File: src/rtl/ibuf_reader.sv
// Instruction-buffer reader: turns 4-slot FIFO packets into up to two issued instructions per cycle.
// Optional decoder-bubble counter is built only when IBUF_READER_BUBBLE_CNT_EN is defined.
module ibuf_reader #(
  parameter logic [31:0] RESET_PC  = 32'h1c000000,
  parameter int          PKT_WIDTH = 128
) (
  input  logic                 clk,
  input  logic                 rst,
  input  logic                 flush,
  input  logic [31:0]          flush_pc,
  input  logic                 fifo_empty,
  input  logic [PKT_WIDTH-1:0] fifo_pop_data,
  output logic                 fifo_pop,
  input  logic                 dec_ready,
  output logic                 inst0_valid,
  output logic                 inst1_valid,
  output logic [31:0]          inst0,
  output logic [31:0]          inst1,
  output logic [31:0]          inst0_pc,
  output logic [31:0]          inst1_pc,
  output logic [31:0]          bubble_cnt
);

  logic [31:0] pc;
  logic [1:0]  off;
  logic [31:0] slot [4];
  logic        pair;
  logic        advance;
  logic [31:0] pc_step;

  assign off = pc[3:2];

  always_comb begin
    for (int k = 0; k < 4; k++) begin
      slot[k] = fifo_pop_data[32*k +: 32];
    end
  end

  // The last slot of a packet is never paired with the next packet's first slot.
  assign pair    = (off != 2'd3);
  assign pc_step = pair ? 32'd8 : 32'd4;
  assign advance = (~inst0_valid | dec_ready) & ~fifo_empty & ~flush;

  // The packet is consumed when this advance reaches its last slot (off 2 or 3).
  assign fifo_pop = advance & off[1] & ~rst;

  always_ff @(posedge clk) begin
    if (rst) begin
      pc          <= RESET_PC;
      inst0_valid <= 1'b0;
      inst1_valid <= 1'b0;
      inst0       <= '0;
      inst1       <= '0;
      inst0_pc    <= '0;
      inst1_pc    <= '0;
    end else if (flush) begin
      pc          <= flush_pc;
      inst0_valid <= 1'b0;
      inst1_valid <= 1'b0;
    end else if (advance) begin
      inst0_valid <= 1'b1;
      inst0       <= slot[off];
      inst0_pc    <= pc;
      inst1_valid <= pair;
      if (pair) begin
        inst1    <= slot[off + 2'd1];
        inst1_pc <= pc + 32'd4;
      end
      pc <= pc + pc_step;
    end else if (dec_ready && inst0_valid) begin
      inst0_valid <= 1'b0;
      inst1_valid <= 1'b0;
    end
  end

`ifdef IBUF_READER_BUBBLE_CNT_EN
  logic [31:0] bubble_q;

  // A bubble is a cycle where the decoder could take work but nothing is presented.
  always_ff @(posedge clk) begin
    if (rst) begin
      bubble_q <= '0;
    end else if (!flush && dec_ready && !inst0_valid) begin
      bubble_q <= bubble_q + 32'd1;
    end
  end

  assign bubble_cnt = bubble_q;
`else
  assign bubble_cnt = 32'd0;
`endif

endmodule

File: config.mk
export PLATFORM = sky130hd
export DESIGN_NAME = ibuf_reader
export DESIGN_NICKNAME = d
export VERILOG_FILES = /design/src/rtl/ibuf_reader.sv
export SDC_FILE = /design/constraint.sdc
export NUM_CORES = 1
export LEC_CHECK = 0
export CORE_MARGIN = 10
export CORE_UTILIZATION = 35
export CTS_BUF_LIST = sky130_fd_sc_hd__clkbuf_8
export CTS_CLUSTER_DIAMETER = 150
export DETAILED_ROUTE_END_ITERATION = 6
export PLACE_DENSITY = 0.66
export SLEW_MARGIN = 20
export SYNTH_ARGS = -nofsm -noshare
export SYNTH_HDL_FRONTEND = slang
export SYNTH_SLANG_ARGS = --single-unit
File: constraint.sdc
create_clock -name clk -period 8.2 [get_ports clk]
set_clock_uncertainty 0.15 [all_clocks]
set_input_delay 0.82 -clock clk [delete_from_list [all_inputs] [get_ports clk]]
set_output_delay 0.82 -clock clk [all_outputs]
set_load 0.02 [all_outputs]
==> results.ini, run 1 <==
[die]
die_h_um = 176
fp.dieW_um = 176
floorplan.initialDensity_pct = 35.8
core-area_um2 = 23700
die-area_um2 = 30900
io_pins = 328
num_rows = 56

[power_and_ir_drop]
seqPwrFrac_pct = 46.1
p_clk_share_pct = 30.4
total_leakage_power_nw = 4.02
power.switching_mw = 0.589
p_int_mw = 1.31
swShare_pct = 31.1
irDropWorstVdd_mv = 0.0844
power_frac_comb_pct = 23.5
total_power_mw = 1.90
power.density_nw_per_um2 = 160

[layout]
drive_gt1_share_pct = 11.4
area_delta_synth_final_pct = 39.3
layout.nets = 1345
fill_cells = 2313
diodes = 0

[yosys]
synthTopCellsByCount = nand2_1 (245), dfxtp_1 (162), a21oi_1 (119)
synth-main-ff-cell = dfxtp_1
syn_area_um2 = 8480
synth.area.top_cells = dfxtp_1 (38%), mux4_2 (17%), nand2_1 (11%)
avgSynthCellArea_um2 = 9.08
yosys_warnings = 0
yosysMostFrequentCell = nand2_1
netlist_instances = 934
synth_seq_cells = 162
synth_area_leader_cell = dfxtp_1
ys_types = 51
synth-edff-count = 0
yosysTopAreaCellShare_pct = 38.2
ys_seq_area_share_pct = 38.2
async_flop_share_pct = 0

[place]
place_ws_ps = 2680
gp_congestion = 0.823
io_buffer_count = 295
dp_hpwl_um = 22400

[sta]
setup_slack_ps = 3180
maxSlewHeadroom_pct = 30.0
rsz0062_at_grt = no
maxSlewViolCount = 0
setup_violations = 0
fmax_mhz = 199
hold_viol = 0
fin_crit_ps = 5020
holdWs_ps = 304
tns_ps = 0
max_slew.worst_pin.slew_ps = 1050
layout_worst_path_cycle_share_pct = 61.2

[drt]
drt-initial-drc-count = 504
vias = 7679
ant_nets = 0
drtPass1Iterations = 4
wire_per_inst_um = 19.6
via_per_inst = 5.10
routed_wl_um = 29500
drc = 0

[clock_tree]
post_cts_buffers = 0
h-tree-depth = 4
postCtsResizedCells = 0
cts_tree = built
cts_hold_buf = 0
clkSinkCount = 162
root_buffer = clkbuf_8
clk_latency_ps = 460
numCtsBuffers = 17
clock_path_buffers = 2
path_clk_slew_ps = 90

[min_path]
hold_depth = 2
whs_endpoint = inst0[6]
hold_path.class = flip-flop to flip-flop
hold_path_startpoint = inst0[6]

[worst_setup_path]
critPathCaptureType = flip-flop
r2r_end = inst1_pc[21]
reg2reg_slack_ps = 4890
reg2reg_depth = 6
cp_data_arrival_time_ps = 5250
path_max_fanout = 66
r2r_start = inst0_valid
cp-start-kind = primary input
critPathRequiredTime_ps = 8420
path_class = primary input to flip-flop
crit_path_max_incr_delay_ps = 890
slowest_stage = inv_2
crit_chain = clkdlybuf4s50_1 > inv_2 > nand3_4 > nor2_4 > buf_4 > nor2_1 > a211oi_1

[grt]
track_usage_pct = 18.4
grt_pass1_wl_um = 44800
grt_pass1_vias = 7533
antenna_found_initial = 0
overflow = 0
grt_max_degree = 67

[run_status]
status = finished clean

[flow_run]
drv_cap = 0

## area by class of cell
class	count	area [µm²]	share of cell area, %
timing repair buffer	303	3010	25.5
clock buffer	17	234	1.98
sequential	162	3250	27.5
tap	319	399	3.38
multi-input combinational	685	4760	40.2
inverter	6	22.5	0.191
clock inverter	15	148	1.25
## layer usage
metal | GRT usage (%) | wire [µm] | share of wire (%) | vias up
li1 | - | - | - | 3697
met1 | 20.8 | 11800 | 40 | 3700
met2 | 32.2 | 14800 | 50 | 262
met3 | 7.31 | 2660 | 9.0 | 20
met4 | 3.67 | 313 | 1.1 | 0
met5 | 0 | 0 | 0 | -
## cells in the final DEF (no fill, tap or decap), types with 3 or more instances in the layout
cell type	Yosys	routed
and3_1	4	4
dfxtp_1	162	160
a211oi_2	4	4
and4_1	4	4
ha_1	5	5
conb_1	1	32
nor4_4	4	4
a21oi_1	119	119
xnor2_1	22	22
nand2_1	245	245
a211oi_1	29	29
and2_1	3	3
nand3_1	10	9
nor2_1	50	49
o21ai_0	10	10
nor4_1	4	4
a311oi_1	4	4
nand4_1	12	12
nor4_2	4	4
clkdlybuf4s50_1	0	294
inv_6	0	4
nor3_1	7	7
nor3_2	4	3
mux4_2	64	64
buf_4	35	9
or3_1	8	8
clkbuf_8	0	17
xor2_1	13	13
inv_1	5	6
## state kept, by name, indices dropped and copies added, names as in the netlist
name / cells
pc: 32
inst1_pc: 32
inst0_valid: 1
inst1: 32
inst0_pc: 32
inst0: 32
inst1_valid: 1
## logic make-up after synthesis
group / Yosys count / synth area share, %
buf+inv: 118 / 7.39
xor+xnor: 35 / 3.61
other cells: 1 / 0.0442
flops: 162 / 38.2
fa+ha+maj: 5 / 0.737
compound gates: 176 / 12.3
mux: 66 / 17.2
simple gates: 371 / 20.4
## stage by stage
| step | utilization [%] | cells | instance area (µm²) |
|---|---|---|---|
| 6_report | 49.9 | 1507 | 11800 |
| 5_1_grt | 49.9 | 1507 | 11800 |
| 4_1_cts | 49.9 | 1507 | 11800 |
| 3_5_place_dp | 48.3 | 1475 | 11400 |
| 3_3_place_gp | 48.3 | 1475 | 11400 |
| 2_1_floorplan | - | 965 | 8600 |
## critical path: cells and delay by family
family / cells / cell delay (ps)
AND/OR/NAND/NOR: 3 / 1780
buffers and inverters: 3 / 2300
AO/OA/AOI/OAI: 1 / 220
## power by group through the flow
stage                     clock network, mW  registers [mW]  logic (mW)
after floorplan                           0           0.914       0.227
after global placement                    0           0.892       0.447
after detailed placement                  0           0.893       0.450
after CTS                             0.595           0.875       0.451
after global routing                  0.629           0.882       0.479
final                                 0.577           0.874       0.445
## worst max path at each step
stage	end	slack, ps	depth (start not counted)	startpoint
final	inst1_pc[21]	3180	7	flush
after global routing	inst1_pc[17]	2670	7	flush
after CTS	inst1_pc[5]	3160	7	flush
after detailed placement	inst1_pc[21]	2680	7	flush
after global placement	inst1_pc[23]	2740	7	flush
after floorplan	inst1[19]	5580	10	pc[2]
Note: power is estimated with default switching activity, not from simulation.
==> run 2: changes to the inputs <==
PLACE_DENSITY = 0.69   (was 0.66)
clock period = 4.3 ns   (was 8.2 ns; I/O delays follow)
==> run 2 against run 1 <==
  * Non-clock buffer count up 2
  * Global-route usage up 0.33 points
  * First-iteration DRC count down 1.2%
  * Wire length up 2.2%
==> results.ini, run 2 (synthesis results as in run 1) <==
[sta]
rsz0062_at_grt = no  ; unchanged
fmax_mhz = 345
setup_slack_ps = 1400  ; was 3180 ps
holdWs_ps = 306  ; was 304 ps
fin_crit_ps = 2900
maxSlewViolCount = 0  ; unchanged
layout_worst_path_cycle_share_pct = 67.3
tns_ps = 0  ; unchanged
maxSlewHeadroom_pct = 33.6  ; was 30.0%
hold_viol = 0  ; unchanged
max_slew.worst_pin.slew_ps = 997  ; was 1050 ps
setup_violations = 0  ; unchanged

[clock_tree]
root_buffer = clkbuf_8  ; unchanged
post_cts_buffers = 0  ; unchanged
cts_tree = built  ; unchanged
clkSinkCount = 162  ; unchanged
h-tree-depth = 4  ; unchanged
numCtsBuffers = 17  ; unchanged
clock_path_buffers = 2  ; unchanged
cts_hold_buf = 0  ; unchanged
clk_latency_ps = 460  ; about the same
path_clk_slew_ps = 100  ; was 90 ps
postCtsResizedCells = 0  ; unchanged

[flow_run]
drv_cap = 0  ; unchanged

[layout]
ff_latch_area_um2 = 3250  ; unchanged
multi_input_area_um2 = 4760  ; about the same
area_delta_synth_final_pct = 39.6  ; was 39.3%
layout.nets = 1347  ; was 1345
fin_area_um2 = 11800  ; about the same
layout_commonest_cell = clkdlybuf4s50_1  ; unchanged
layout_common_cells = clkdlybuf4s50_1 (294), nand2_1 (245), dfxtp_1 (160), a21oi_1 (119), mux4_2 (64)  ; unchanged
diodes = 0  ; unchanged
fill_cells = 2308  ; was 2313
drive_gt1_share_pct = 11.7  ; was 11.4%

[worst_setup_path]
path_max_fanout = 37  ; was 66
cp_data_arrival_time_ps = 3100  ; was 5250 ps
critPathCaptureType = flip-flop  ; unchanged
crit_path_max_incr_delay_ps = 580  ; was 890 ps
critPathRequiredTime_ps = 4500  ; was 8420 ps
reg2reg_depth = 7  ; was 6
r2r_start = pc[3]  ; was inst0_valid
cp-start-kind = flip-flop  ; was primary input
slowest_stage = buf_4  ; was inv_2
r2r_end = pc[28]  ; was inst1_pc[21]
reg2reg_slack_ps = 1400  ; was 4890 ps
crit_chain = buf_4 > ha_2 > nor2_1 > nor3_2 > nand4b_2 > or3_1 > o311a_1  ; was clkdlybuf4s50_1 > inv_2 > nand3_4 > nor2_4 > buf_4 > nor2_1 > a211oi_1
path_class = flip-flop to flip-flop  ; was primary input to flip-flop

[grt]
antenna_found_initial = 1  ; was 0
grt_pass1_wl_um = 45300  ; was 44800 µm
grt_pass1_vias = 7793  ; was 7533
track_usage_pct = 18.7  ; was 18.4%
grt_max_degree = 70  ; was 67
overflow = 0  ; unchanged

[place]
placed_area_um2 = 11500  ; was 11400 µm²
gp_congestion = 0.832  ; was 0.823
io_buffer_count = 295  ; unchanged
dp_hpwl_um = 22900  ; was 22400 µm
place_ws_ps = 1350  ; was 2680 ps

[die]
num_rows = 56  ; unchanged
floorplan.initialDensity_pct = 35.8  ; unchanged
die-area_um2 = 30900  ; unchanged
fp.dieW_um = 176  ; unchanged
io_pins = 328  ; unchanged
die_h_um = 176  ; unchanged
core-area_um2 = 23700  ; unchanged

[drt]
drt-initial-drc-count = 498  ; was 504
wire_per_inst_um = 20.0  ; was 19.6 µm
drc = 0  ; unchanged
routed_wl_um = 30200  ; was 29500 µm
drtPass1Iterations = 5  ; was 4
ant_nets = 0  ; unchanged
vias = 7721  ; was 7679
via_per_inst = 5.12  ; was 5.10

[min_path]
hold_depth = 2  ; unchanged
hold_path_startpoint = inst0[1]  ; was inst0[6]
hold_path.class = flip-flop to flip-flop  ; unchanged
whs_endpoint = inst0[1]  ; was inst0[6]

[power_and_ir_drop]
power.density_nw_per_um2 = 304  ; was 160 nW/µm²
irDropWorstVdd_mv = 0.155  ; was 0.0844 mV
total_leakage_power_nw = 4.03  ; was 4.02 nW

[run_status]
status = finished clean  ; unchanged

==> run 2: how the worst max path moves through the flow <==
stage | start | cells past startpoint | end | slack (ps)
after detailed placement | pc[3] | 7 | pc[28] | 1350
final | pc[3] | 7 | pc[28] | 1400
after CTS | pc[3] | 7 | pc[28] | 1350
after global routing | pc[3] | 7 | pc[30] | 1160
after floorplan | pc[2] | 10 | inst1[19] | 1680
after global placement | flush | 5 | inst1_pc[2] | 1420
==> run 2: cell type report <==
type	instances	area share [%]
clock buffer	20	2.32
clock inverter	12	0.824
inverter	6	0.190
multi-input combinational	685	40.2
sequential	162	27.4
tap	319	3.37
timing repair buffer	305	25.7
==> run 2: report_power, final <==
group	internal [mW]	switching [mW]	leakage [nW]
Sequential	1.58	0.0867	1.33
Combinational	0.439	0.417	2.50
Clock	0.459	0.617	0.196
==> run 2: metal layers <==
metal / global-route usage [%] / vias to the layer above / share of wire (%)
li1: - / 3701 / -
met4: 5.05 / 2 / 1.8
met2: 32.7 / 294 / 50
met3: 6.93 / 29 / 8.4
met1: 21.0 / 3695 / 39
met5: 0 / - / 0.043
==> run 2: critical path, delay by kind of cell, from the launching register on <==
| family | cells | cell delay, ps |
|---|---|---|
| compound gates | 1 | 110 |
| fa+ha+maj | 1 | 390 |
| buf+inv | 1 | 580 |
| flops | 1 | 370 |
| simple gates | 4 | 1180 |
==> run 2: through the flow <==
step	util (%)	std cells	total power, mW
floorplan	-	965	2.18
global placement	48.4	1477	2.56
detailed placement	48.4	1477	2.57
CTS	50.0	1509	3.64
global route	50.0	1509	3.76
finish	50.0	1509	3.60
